## src/rtl/muldiv_pkg.sv

```systemverilog
// muldiv_pkg: shared types and sizing for the iterative multiply/divide unit
package muldiv_pkg;
  localparam int MD_WIDTH = 32;
  localparam int MD_ITER = 32;
  typedef enum logic [1:0] {MUL, MULHU, DIVU, REMU} muldiv_op_t;
  typedef enum logic [1:0] {IDLE, RUN, DONE} muldiv_state_t;
endpackage

```

## src/rtl/ex_muldiv_if.sv

```systemverilog
// ex_muldiv_if: issue/result handshake between the execute stage and the multiply/divide unit
interface ex_muldiv_if;
  import muldiv_pkg::*;
  logic start;
  muldiv_op_t op;
  logic [MD_WIDTH-1:0] opA;
  logic [MD_WIDTH-1:0] opB;
  logic [3:0] DestR_in;
  logic flush;
  logic [MD_WIDTH-1:0] result;
  logic [3:0] DestR_out;
  logic done;
  logic busy;
  logic stall;
  logic dz;
  modport master(output start, op, opA, opB, DestR_in, flush,
                 input result, DestR_out, done, busy, stall, dz);
  modport slave(input start, op, opA, opB, DestR_in, flush,
                output result, DestR_out, done, busy, stall, dz);
endinterface

```

## src/rtl/muldiv_dp.sv

```systemverilog
// muldiv_dp: radix-2 shift-add multiplier and restoring divider sharing one 64-bit register
// The divider half is present only when MULDIV_DIV_EN is defined.
module muldiv_dp
  import muldiv_pkg::*;
(
  input  logic                    clk,
  input  logic                    rst,
  input  logic                    load,
  input  logic                    step,
`ifdef MULDIV_DIV_EN
  input  logic                    div,
`endif
  input  logic [MD_WIDTH-1:0]     a,
  input  logic [MD_WIDTH-1:0]     b,
  output logic [2*MD_WIDTH-1:0]   nxt
);
  logic [2*MD_WIDTH-1:0] p;
  logic [MD_WIDTH-1:0] bq;
  logic [MD_WIDTH:0] add;
`ifdef MULDIV_DIV_EN
  logic [MD_WIDTH:0] sh;
  logic ge;
`endif
  always_comb begin
    add = {1'b0, p[2*MD_WIDTH-1:MD_WIDTH]} + (p[0] ? {1'b0, bq} : '0);
`ifdef MULDIV_DIV_EN
    sh = {p[2*MD_WIDTH-1:MD_WIDTH], p[MD_WIDTH-1]};
    ge = sh >= {1'b0, bq};
    nxt = !div ? {add, p[MD_WIDTH-1:1]} :
          ge   ? {MD_WIDTH'(sh - {1'b0, bq}), p[MD_WIDTH-2:0], 1'b1} :
                 {sh[MD_WIDTH-1:0], p[MD_WIDTH-2:0], 1'b0};
`else
    nxt = {add, p[MD_WIDTH-1:1]};
`endif
  end
  // High half is the partial product / partial remainder, low half the multiplier / quotient
  always_ff @(posedge clk) begin
    if (rst) begin
      p <= '0;
      bq <= '0;
    end else if (load) begin
      p <= {{MD_WIDTH{1'b0}}, a};
      bq <= b;
    end else if (step) begin
      p <= nxt;
    end
  end
endmodule

```

## src/rtl/ex_muldiv.sv

```systemverilog
// ex_muldiv: 32-cycle unsigned MUL/MULHU/DIVU/REMU unit with IDLE/RUN/DONE control
// Define MULDIV_DIV_EN to build the divider; otherwise divide ops finish at once with dz set.
module ex_muldiv
  import muldiv_pkg::*;
(
  input logic clk,
  input logic rst,
  ex_muldiv_if.slave bus
);
  muldiv_state_t state, state_n;
  muldiv_op_t op_q;
  logic [3:0] tag_q;
  logic [4:0] cnt;
  logic accept, zdiv, last;
  logic [MD_WIDTH-1:0] zres;
  logic [2*MD_WIDTH-1:0] nxt;
  muldiv_dp u_dp (
    .clk(clk),
    .rst(rst),
    .load(accept),
    .step(state == RUN && !bus.flush),
`ifdef MULDIV_DIV_EN
    .div(op_q inside {DIVU, REMU}),
`endif
    .a(bus.opA),
    .b(bus.opB),
    .nxt(nxt)
  );
  always_comb begin
    accept = state == IDLE && bus.start && !bus.flush;
`ifdef MULDIV_DIV_EN
    zdiv = bus.op inside {DIVU, REMU} && bus.opB == '0;
    zres = bus.op == REMU ? bus.opA : {MD_WIDTH{1'b1}};
`else
    zdiv = bus.op inside {DIVU, REMU};
    zres = '0;
`endif
    last = state == RUN && !bus.flush && cnt == 5'(MD_ITER - 1);
    state_n = state == IDLE ? (accept ? (zdiv ? DONE : RUN) : IDLE) :
              state == RUN  ? (bus.flush ? IDLE : last ? DONE : RUN) : IDLE;
    bus.done = state == DONE && !bus.flush;
    bus.busy = state != IDLE;
    bus.stall = !rst && (accept || state == RUN);
  end
  always_ff @(posedge clk) begin
    if (rst) state <= IDLE;
    else state <= state_n;
  end
  // Visible outputs only change on entry to DONE, so a flush keeps the last result
  always_ff @(posedge clk) begin
    if (rst) begin
      op_q <= MUL;
      tag_q <= '0;
      cnt <= '0;
      bus.result <= '0;
      bus.DestR_out <= '0;
      bus.dz <= 1'b0;
    end else begin
      if (accept) begin
        op_q <= bus.op;
        tag_q <= bus.DestR_in;
        cnt <= '0;
      end
      if (state == RUN) cnt <= cnt + 5'd1;
      if (accept && zdiv) begin
        bus.result <= zres;
        bus.DestR_out <= bus.DestR_in;
        bus.dz <= 1'b1;
      end
      if (last) begin
        bus.result <= op_q inside {MULHU, REMU} ? nxt[2*MD_WIDTH-1:MD_WIDTH] : nxt[MD_WIDTH-1:0];
        bus.DestR_out <= tag_q;
        bus.dz <= 1'b0;
      end
    end
  end
endmodule

```

## src/flat_wrapper.sv

```systemverilog
// flat-port wrapper written by rule: the top's interface ports become plain ports
module ex_muldiv_flat import muldiv_pkg::*;
  (clk, rst, bus_start, bus_op, bus_opA, bus_opB, bus_DestR_in, bus_flush, bus_result, bus_DestR_out, bus_done, bus_busy, bus_stall, bus_dz);
  ex_muldiv_if bus_i ();
  input logic clk;
  input logic rst;
  input wire logic [$bits(bus_i.start)-1:0] bus_start;
  input wire logic [$bits(bus_i.op)-1:0] bus_op;
  input wire logic [$bits(bus_i.opA)-1:0] bus_opA;
  input wire logic [$bits(bus_i.opB)-1:0] bus_opB;
  input wire logic [$bits(bus_i.DestR_in)-1:0] bus_DestR_in;
  input wire logic [$bits(bus_i.flush)-1:0] bus_flush;
  output wire logic [$bits(bus_i.result)-1:0] bus_result;
  output wire logic [$bits(bus_i.DestR_out)-1:0] bus_DestR_out;
  output wire logic [$bits(bus_i.done)-1:0] bus_done;
  output wire logic [$bits(bus_i.busy)-1:0] bus_busy;
  output wire logic [$bits(bus_i.stall)-1:0] bus_stall;
  output wire logic [$bits(bus_i.dz)-1:0] bus_dz;
  assign bus_i.start = bus_start;
  assign bus_i.op = bus_op;
  assign bus_i.opA = bus_opA;
  assign bus_i.opB = bus_opB;
  assign bus_i.DestR_in = bus_DestR_in;
  assign bus_i.flush = bus_flush;
  assign bus_result = bus_i.result;
  assign bus_DestR_out = bus_i.DestR_out;
  assign bus_done = bus_i.done;
  assign bus_busy = bus_i.busy;
  assign bus_stall = bus_i.stall;
  assign bus_dz = bus_i.dz;
  ex_muldiv u_core (.clk(clk), .rst(rst), .bus(bus_i));
endmodule
```

## config.mk

```make
export PLATFORM = sky130hd
export DESIGN_NAME = ex_muldiv_flat
export DESIGN_NICKNAME = d
export VERILOG_FILES = /design/src/rtl/muldiv_pkg.sv /design/src/rtl/ex_muldiv_if.sv /design/src/rtl/muldiv_dp.sv /design/src/rtl/ex_muldiv.sv /design/src/flat_wrapper.sv
export SDC_FILE = /design/constraint.sdc
export NUM_CORES = 1
export LEC_CHECK = 0
export BUFFER_PORTS_ARGS = -buffer_cell sky130_fd_sc_hd__buf_4
export CORE_MARGIN = 10
export CORE_UTILIZATION = 60
export CTS_BUF_LIST = sky130_fd_sc_hd__clkbuf_2 sky130_fd_sc_hd__clkbuf_4 sky130_fd_sc_hd__clkbuf_8
export DETAILED_ROUTE_END_ITERATION = 16
export PLACE_DENSITY = 0.83
export SLEW_MARGIN = 40
export SYNTH_ARGS = -nofsm -noshare
export SYNTH_HDL_FRONTEND = slang
export SYNTH_SLANG_ARGS = --single-unit
```

## constraint.sdc

```tcl
create_clock -name clk -period 4 [get_ports clk]
set_clock_uncertainty 0.15 [all_clocks]
set_input_delay 0.6 -clock clk [delete_from_list [all_inputs] [get_ports clk]]
set_output_delay 0.6 -clock clk [all_outputs]
set_load 0.02 [all_outputs]
```

==> results_dict.tcl <==
set metrics [dict create \
    worst_pin_slew_ns 0.854 \
    syn_inst 1016 \
    diodes 0 \
    cts_buffers 17 \
    dp_cells 1243 \
    drtPass1Iterations 5 \
    post_cts_buffers 0 \
    synth_seq_cells 145 \
    fp.dieH_um 135 \
    arrival_ns 3.79 \
    grt_pass1_wl_um 36200 \
    crit_type "register to register" \
    drc_errors 0 \
    grt_pass1_vias 7047 \
    syn_nets 1125 \
    rsz0062_at_grt "no" \
    fp.coreArea_um2 12700 \
    yosysSeqAreaShare_pct 36.8 \
    avgSynthCellArea_um2 7.76 \
    crit_path_start "u_core.u_dp.p[0]$_SDFFE_PP0P_" \
    ioPinCount 114 \
    cap_viol_max_count 0 \
    setup_violations 0 \
    fmax_mhz 284 \
    ys_async_sr_fraction_pct 0 \
    synth_top_cell_by_area "dfxtp_1" \
    hold_viol 0 \
    netlist_area_um2 7890 \
    finalMaxSlewViolations 0 \
    grt_overflow 0 \
    synth.distinct_cells 70 \
    fin_tns_setup_ns 0 \
    highest_layer "met4" \
    synth-edff-count 0 \
    status "completed" \
    clock_latency_ns 0.48 \
    num_rows 41 \
    hp-start "bus_op[0]" \
    cts_root_buf "clkbuf_8" \
    final_cells 1276 \
    cts_sinks 145 \
    cp-start-kind "register" \
    utilization_pct 72.1 \
    initial_core_util_pct 62.0 \
    antenna_found_initial 0 \
    grt_max_degree 60 \
    layout-drive-gt1-share_pct 17.5 \
    period_share_pct 88.0 \
    powerDensity_nw_per_um2 320 \
    p_total_mw 2.94 \
    p_leak_nw 3.60 \
    synth_top_area_share_pct 36.8 \
    crit_path_end_kind "register" \
    clkSlewWorstSetupHoldPaths_ns 0.08 \
    die_area_um2 18100 \
    cp_data_required_time_ns 4.27 \
    port_buffers 113 \
    timing.rr.start "u_core.u_dp.p[0]$_SDFFE_PP0P_" \
    synth_area_leaders "dfxtp_1 (37%), nand2_1 (10%), a21oi_1 (8.1%), ha_1 (5.4%), a311oi_1 (4.0%)" \
    grtUsageTotal_pct 24.3 \
    ant_nets 0 \
    synthToLayoutAreaGrowth_pct 16.4 \
    yosys_warnings 0 \
    die_w_um 135 \
    worstHoldPathType "primary input to register" \
    cts.repair.resized 0 \
    nNetsFinal 1200 \
    synth_flop_cell "dfxtp_1" \
    routed_wl_um 22400 \
    detail_route.vias_per_cell 6.02 \
    wl_met3_um 1970 \
    tritoncts "built" \
    period_minus_slack_ns 3.52 \
    ctsLongestPathBuffers 2 \
    drtIter0Drc 1065 \
    h-tree-depth 4 \
    ctsHoldBuffers 0 \
    maxSlewHeadroom_pct 43.0 \
    vias 7687 \
    place.gp.congestion 0.939 \
    irDropWorstVdd_mv 0.257 \
    detailed_place_hpwl_um 16100 \
    crit_fanout 33 \
    wl_met2_um 9880 \
    wirelength_met1_um 10100 \
    wl_per_cell_um 17.5 \
    r2r_slack_ns 0.48 \
]
## report_power, final
part / internal [mW] / switching, mW / total, mW
Sequential: 1.49 / 0.0402 / 1.53
Combinational: 0.115 / 0.152 / 0.267
Clock: 0.551 / 0.589 / 1.14
Total: 2.15 / 0.782 / 2.94
## area by class of cell
| cell class | instances | area [um^2] |
|---|---|---|
| multi-input combinational | 785 | 4650 |
| fill | 1043 | 3550 |
| sequential | 145 | 2900 |
| timing repair buffer | 128 | 961 |
| clock buffer | 21 | 283 |
| tap | 172 | 215 |
| clock inverter | 11 | 105 |
| inverter | 14 | 52.6 |
## per-stage QoR
step	hold slack (ns)	setup slack [ns]	instance area [um^2]
after floorplan	0.282	1.11	7890
after global placement	0.290	0.652	8770
after detailed placement	0.293	0.499	8780
after CTS	0.209	0.472	9170
after global routing	0.221	0.209	9180
final	0.218	0.482	9180
## flip-flops by register name, indices dropped and copies added, names as in the netlist
| register | count |
|---|---|
| u_core.u_dp.bq | 32 |
| u_core.state | 2 |
| u_core.cnt | 5 |
| u_core.bus.dz | 1 |
| u_core.op_q | 1 |
| u_core.u_dp.p | 64 |
| u_core.bus.result | 32 |
| u_core.bus.DestR_out | 4 |
| u_core.tag_q | 4 |
## layout by cell type (no fill, tap or decap), drive strengths merged, types with 4 or more instances in the layout
cell    Yosys  final
nand3      24     24
or3         4      4
nand2     220    220
o21ai      26     26
or2         5      5
a311oi     36     36
nor2       79     79
a221oi      4      4
nor2b       8      8
and2       34     34
ha         34     34
nand4       9      9
o21bai      7      7
mux2i      20     20
and3       10     10
clkbuf     61     21
xor2        6      6
a21oi     131    131
inv        14     16
clkinv      0      5
dfxtp     145    145
a21o        8      8
nor3       17     17
nor3b       8      8
xnor2      21     21
a211oi     17     17
a31oi       6      6
o21a        9      9
buf        11    128
## cells in the mapped netlist (all sizes together), types with 14 or more instances
cell type  instances
nor2              79
nor3              17
and2              34
a311oi            36
dfxtp            145
ha                34
xnor2             21
mux2i             20
a211oi            17
inv               14
nand2            220
clkbuf            61
nand3             24
o21ai             26
a21oi            131
## worst max-delay path, cell delays in order (launching register included)
cell and delay (ns):
dfxtp_1 0.32, buf_4 0.26, and2_1 0.18, ha_1 0.18, inv_1 0.07, fa_1 0.40, and2b_1 0.23, o2111ai_1 0.19
a2111oi_2 0.40, nor2_1 0.11, a21oi_2 0.33, nand4_1 0.13, a311oi_1 0.34, a31o_2 0.15
## path summary, 6_finish.rpt
| path | endpoint | depth (start not counted) |
|---|---|---|
| worst max-delay path | u_core.bus.result[25]$_SDFFE_PP0P_ | 13 |
| worst min-delay path | u_core.op_q[0]$_SDFFE_PP0P_ | 3 |
| worst max register to register | u_core.bus.result[25]$_SDFFE_PP0P_ | 13 |
| worst min register to register | u_core.u_dp.bq[14]$_SDFFE_PP0P_ | 2 |
## cell families after synthesis
family	after synthesis	synth area share (%)
buf+inv	86	4.51
xor+xnor	27	3.00
compound gates	271	22.3
fa+ha+maj	35	5.65
mux	23	2.97
flops	145	36.8
simple gates	429	24.7
## metal layers
metal | vias up | track usage (%)
met3 | 37 | 5.90
met5 | - | 0
met4 | 0 | 7.26
met1 | 3588 | 32.9
li1 | 3715 | -
met2 | 347 | 37.2
No activity file was read; power rests on OpenSTA's default activity.
